File: config.mk
export PLATFORM = sky130hd
export DESIGN_NAME = pc_fetch_seq
export DESIGN_NICKNAME = d
export VERILOG_FILES = /design/src/rtl/pc_fetch_seq.sv
export SDC_FILE = /design/constraint.sdc
export NUM_CORES = 1
export LEC_CHECK = 0
export CORE_MARGIN = 2
export CORE_UTILIZATION = 39
export CTS_CLUSTER_SIZE = 28
export DETAILED_ROUTE_END_ITERATION = 8
export HOLD_SLACK_MARGIN = 0.08
export PLACE_DENSITY = 0.81
export SLEW_MARGIN = 10
export SYNTH_ARGS = -nofsm -noshare
export SYNTH_HDL_FRONTEND = slang
export SYNTH_SLANG_ARGS = --single-unit
File: constraint.sdc
create_clock -name clk -period 1.8 [get_ports clk]
set_input_delay 0.18 -clock clk [delete_from_list [all_inputs] [get_ports clk]]
set_output_delay 0.18 -clock clk [all_outputs]
set_load 0.02 [all_outputs]
File: src/rtl/pc_fetch_seq.sv
// pc_fetch_seq: program-counter register and instruction-fetch sequencer.
//
// Holds the PC, runs the imem request/ack handshake, and presents each
// fetched word to decode over valid/ready. Branch/jump redirects from
// execute restart fetch at the new target.
//
// Optional feature macro: PC_MISALIGN_TRAP_EN
//   defined   - a redirect to a non-word-aligned target raises a sticky
//               trap and parks the sequencer in TRAP until reset.
//   undefined - the low two bits of the redirect target are dropped and
//               trap_o is tied low.
//
// state | meaning
// ------+---------------------------------------------------------------
// IDLE  | no request outstanding; start fetching unless stalled
// REQ   | imem_req_o high at pc_o, waiting for imem_ack_i
// HOLD  | fetched word held for decode (inst_valid_o high)
// TRAP  | misaligned redirect seen; fetch halted (macro builds only)

module pc_fetch_seq #(
    parameter int unsigned       XLEN         = 32,
    parameter logic [XLEN-1:0]   RESET_VECTOR = '0
) (
    input  logic            clk,
    input  logic            rst_n,
    output logic [XLEN-1:0] pc_o,
    input  logic [XLEN-1:0] seq_pc_i,
    input  logic            stall_i,
    input  logic            redirect_i,
    input  logic [XLEN-1:0] redirect_pc_i,
    output logic            imem_req_o,
    output logic [XLEN-1:0] imem_addr_o,
    input  logic            imem_ack_i,
    input  logic [31:0]     imem_rdata_i,
    output logic            inst_valid_o,
    output logic [31:0]     inst_o,
    output logic [XLEN-1:0] inst_pc_o,
    input  logic            inst_ready_i,
    output logic            trap_o
);

`ifdef PC_MISALIGN_TRAP_EN
    typedef enum logic [1:0] {IDLE, REQ, HOLD, TRAP} state_t;
`else
    typedef enum logic [1:0] {IDLE, REQ, HOLD} state_t;
`endif

    state_t state;
    logic   redirect_act;

    // The fetch address is the PC itself; no separate address register.
    assign imem_addr_o = pc_o;

`ifdef PC_MISALIGN_TRAP_EN
    logic redirect_misaligned;

    // Redirects are ignored once trapped; only reset leaves TRAP.
    assign redirect_act        = redirect_i && (state != TRAP);
    assign redirect_misaligned = |redirect_pc_i[1:0];

    // Sticky trap flag, set by a misaligned redirect.
    always_ff @(posedge clk or negedge rst_n) begin
        if (!rst_n) begin
            trap_o <= 1'b0;
        end else if (redirect_act && redirect_misaligned) begin
            trap_o <= 1'b1;
        end
    end
`else
    logic [XLEN-1:0] redirect_pc_aligned;
    logic            unused_redirect_lsbs;

    assign redirect_act         = redirect_i;
    assign redirect_pc_aligned  = {redirect_pc_i[XLEN-1:2], 2'b00};
    assign unused_redirect_lsbs = ^redirect_pc_i[1:0];
    assign trap_o               = 1'b0;
`endif

    // Fetch FSM: state, PC, held instruction and registered handshake outputs.
    always_ff @(posedge clk or negedge rst_n) begin
        if (!rst_n) begin
            state        <= IDLE;
            pc_o         <= RESET_VECTOR;
            imem_req_o   <= 1'b0;
            inst_valid_o <= 1'b0;
            inst_o       <= '0;
            inst_pc_o    <= '0;
        end else if (redirect_act) begin
            // Redirect wins over ack, ready and stall; a coincident ack is dropped.
            imem_req_o   <= 1'b0;
            inst_valid_o <= 1'b0;
`ifdef PC_MISALIGN_TRAP_EN
            if (redirect_misaligned) begin
                state <= TRAP;
            end else begin
                state <= IDLE;
                pc_o  <= redirect_pc_i;
            end
`else
            state <= IDLE;
            pc_o  <= redirect_pc_aligned;
`endif
        end else begin
            case (state)
                IDLE: begin
                    if (!stall_i) begin
                        state      <= REQ;
                        imem_req_o <= 1'b1;
                    end
                end
                REQ: begin
                    // Stall is not looked at here: an issued request stays up.
                    if (imem_ack_i) begin
                        state        <= HOLD;
                        imem_req_o   <= 1'b0;
                        inst_valid_o <= 1'b1;
                        inst_o       <= imem_rdata_i;
                        inst_pc_o    <= pc_o;
                    end
                end
                HOLD: begin
                    if (inst_ready_i && !stall_i) begin
                        state        <= REQ;
                        pc_o         <= seq_pc_i;
                        imem_req_o   <= 1'b1;
                        inst_valid_o <= 1'b0;
                    end
                end
`ifdef PC_MISALIGN_TRAP_EN
                TRAP: begin
                    imem_req_o   <= 1'b0;
                    inst_valid_o <= 1'b0;
                end
`endif
                default: begin
                    state        <= IDLE;
                    imem_req_o   <= 1'b0;
                    inst_valid_o <= 1'b0;
                end
            endcase
        end
    end

endmodule

==> results_dict.tcl <==
set metrics [dict create \
    powerDensity_nw_per_um2 1080 \
    worst_pin_slew_ns 0.607 \
    cts_buffer_depth 2 \
    critPathMaxFanout 8 \
    wl_met3_um 823 \
    path_buf_inv 1 \
    synth_cell_types 24 \
    yosysTopAreaCell "dfrtp_1" \
    cts_resized 0 \
    clock_latency_ns 0.36 \
    design.die.area_um2 11800 \
    ctsHoldBuffers 1 \
    max-vdd-ir-drop_v 0.000544 \
    num_vias 3137 \
    p_total_mw 7.25 \
    slew_viol_final 0 \
    grt_overflow 0 \
    ys_seq_area_share_pct 58.0 \
    clock.fmax_mhz 601 \
    drc 0 \
    wl_per_cell_um 15.6 \
    die_h_um 109 \
    critPathLaunchType "register" \
    areaGrowthSynthToFinish_pct 56.6 \
    ys_ff_latch 99 \
    ant_nets 0 \
    core_um2 10700 \
    nFillCells 899 \
    end_kind "primary output" \
    post-cts-setup-buffer-count 0 \
    yosysTopAreaCellShare_pct 58.0 \
    wl_met1_mm 3.86 \
    synth_cells 323 \
    hold_viol 0 \
    crit_cells 1 \
    seq_area_um2 2480 \
    rsz0062_at_grt "no" \
    synth.most_common_cell "dfrtp_1" \
    avgSynthCellArea_um2 13.2 \
    grt_usage_pct 17.7 \
    setup_violations 0 \
    rows 38 \
    numCtsBuffers 9 \
    critPathCapture "imem_req_o" \
    grt_max_degree 66 \
    highest_layer "met4" \
    relSlewSlack_pct 59.5 \
    cts_tree "yes" \
    gp_congestion 0.766 \
    portBuffers 229 \
    grt_pass1_wl_mm 15.9 \
    crit_arrival_ns 1.48 \
    yosys_warnings 0 \
    crit_start "state[0]$_DFFE_PN0P_" \
    synth_area_um2 4270 \
    rr_worst_depth 4 \
    multi_input_area_um2 1410 \
    clock_skew_ns 0.0103 \
    final_nets 625 \
    initial_core_util_pct 39.8 \
    post-route-period-util_pct 92.5 \
    ys_async_sr_fraction_pct 100 \
    pre_cts_slack_ns -0.0123 \
    fin_hold_ws_ns 0.242 \
    critical_path_class "register to primary output" \
    grt_pass1_vias 3213 \
    path_clk_slew_ns 0.09 \
    critPathTopFamily "buffers and inverters" \
    syn_nets 425 \
    r2r-end "inst_pc_o[0]$_DFFE_PN0P_" \
    layout-drive-gt1-share_pct 8.71 \
    cap_viol_max_count 0 \
    regToRegStartpoint "state[0]$_DFFE_PN0P_" \
    finalWorstSetupSlack_ns 0.136 \
    place_inst 651 \
    antenna_found_initial 0 \
    p_leak_nw 2.74 \
    ff2ff_setup_slack_ns 0.20 \
    required_ns 1.62 \
    ys_top_cells_by_area "dfrtp_1 58%, mux2_1 13%, mux2i_1 7.5%" \
    synth_edf_count 0 \
    first_pass_iters 4 \
    slowest_stage "clkdlybuf4s50_1" \
    min_period_ns 1.66 \
    slowest_delay_ns 0.68 \
    synth_common_cells "99 x dfrtp_1, 49 x mux2_1, 35 x buf_4" \
    wl_met2_mm 5.49 \
    status "finished clean" \
    drt_iter0_markers 140 \
    crit_chain "clkdlybuf4s50_1" \
    cts_root_buffer "clkbuf_8" \
    finalNonFillerCells 668 \
    clock-sinks 99 \
    hpwl_mm 7.96 \
    ys_dominant_reg_cell "dfrtp_1" \
    pin_count 233 \
    h-tree-depth 3 \
    diodes 0 \
    hold_class "input port to async pin" \
    fin_util_pct 62.3 \
    die-width_um 109 \
    viasPerCell 4.70 \
    wl_mm 10.4 \
]
through the flow:
step | instance area [µm²] | TNS (ns)
floorplan | 4270 | 0
global placement | 6480 | 0
detailed placement | 6480 | -0.0275
CTS | 6690 | 0
global route | 6690 | 0
finish | 6690 | 0
registers in the layout, indices dropped and copies added, names as in the netlist:
name / count
imem_addr_o: 32
inst_o: 32
inst_pc_o: 32
state: 2
inst_valid_o: 1
worst min-delay path by stage:
stage | to | slack (ns) | depth (start not counted)
global placement | inst_o[15]$_DFFE_PN0P_ | 0.09 | 1
global route | inst_o[21]$_DFFE_PN0P_ | 0.25 | 2
finish | inst_o[15]$_DFFE_PN0P_ | 0.24 | 2
floorplan | imem_addr_o[0]$_DFFE_PN0P_ | -0.12 | 0
CTS | inst_o[15]$_DFFE_PN0P_ | 0.24 | 2
detailed placement | inst_o[15]$_DFFE_PN0P_ | 0.1 | 1
logic make-up (layout without fill, tap and decap cells):
family,Yosys count,after routing,share of synthesized area (%)
flip-flops,99,99,58.0
multiplexers,96,96,24.4
buffers and inverters,52,257,9.08
AND/OR/NAND/NOR,42,42,4.54
AO/OA/AOI/OAI,33,33,3.95
other,1,1,0.0878
report_power, final:
| group | switching (mW) | total (mW) | internal (mW) |
|---|---|---|---|
| combinational | 1.30 | 2.79 | 1.49 |
| clock | 0.739 | 1.42 | 0.680 |
| sequential | 0.299 | 3.04 | 2.74 |
| total | 2.34 | 7.25 | 4.91 |
layout by cell type, fill, tap and decap left out, types with 2 or more instances in the layout:
cell type	instances
a21oi_1	2
buf_12	4
buf_4	7
clkbuf_8	10
clkdlybuf4s50_1	227
clkinv_2	2
clkinvlp_4	2
dfrtp_1	99
mux2_1	49
mux2_2	15
mux2i_1	32
nand2_1	31
nand2b_1	2
nor2_1	2
nor2b_1	2
o21ai_0	2
o21ai_1	28
layer usage:
metal  track usage (%)  vias up
met3              4.96       16
met1              19.6     1527
met5                 0        -
met4              7.69        0
met2              31.7      124
li1                  -     1470
cell type report:
cell class,count,share of cell area [%]
Sequential cell,99,37.0
Clock inverter,6,0.954
Multi-Input combinational cell,172,21.1
Tap cell,140,2.62
Inverter,1,0.0561
Timing Repair Buffer,240,36.2
Clock buffer,10,2.06
Power figures use the tool's default switching activity.
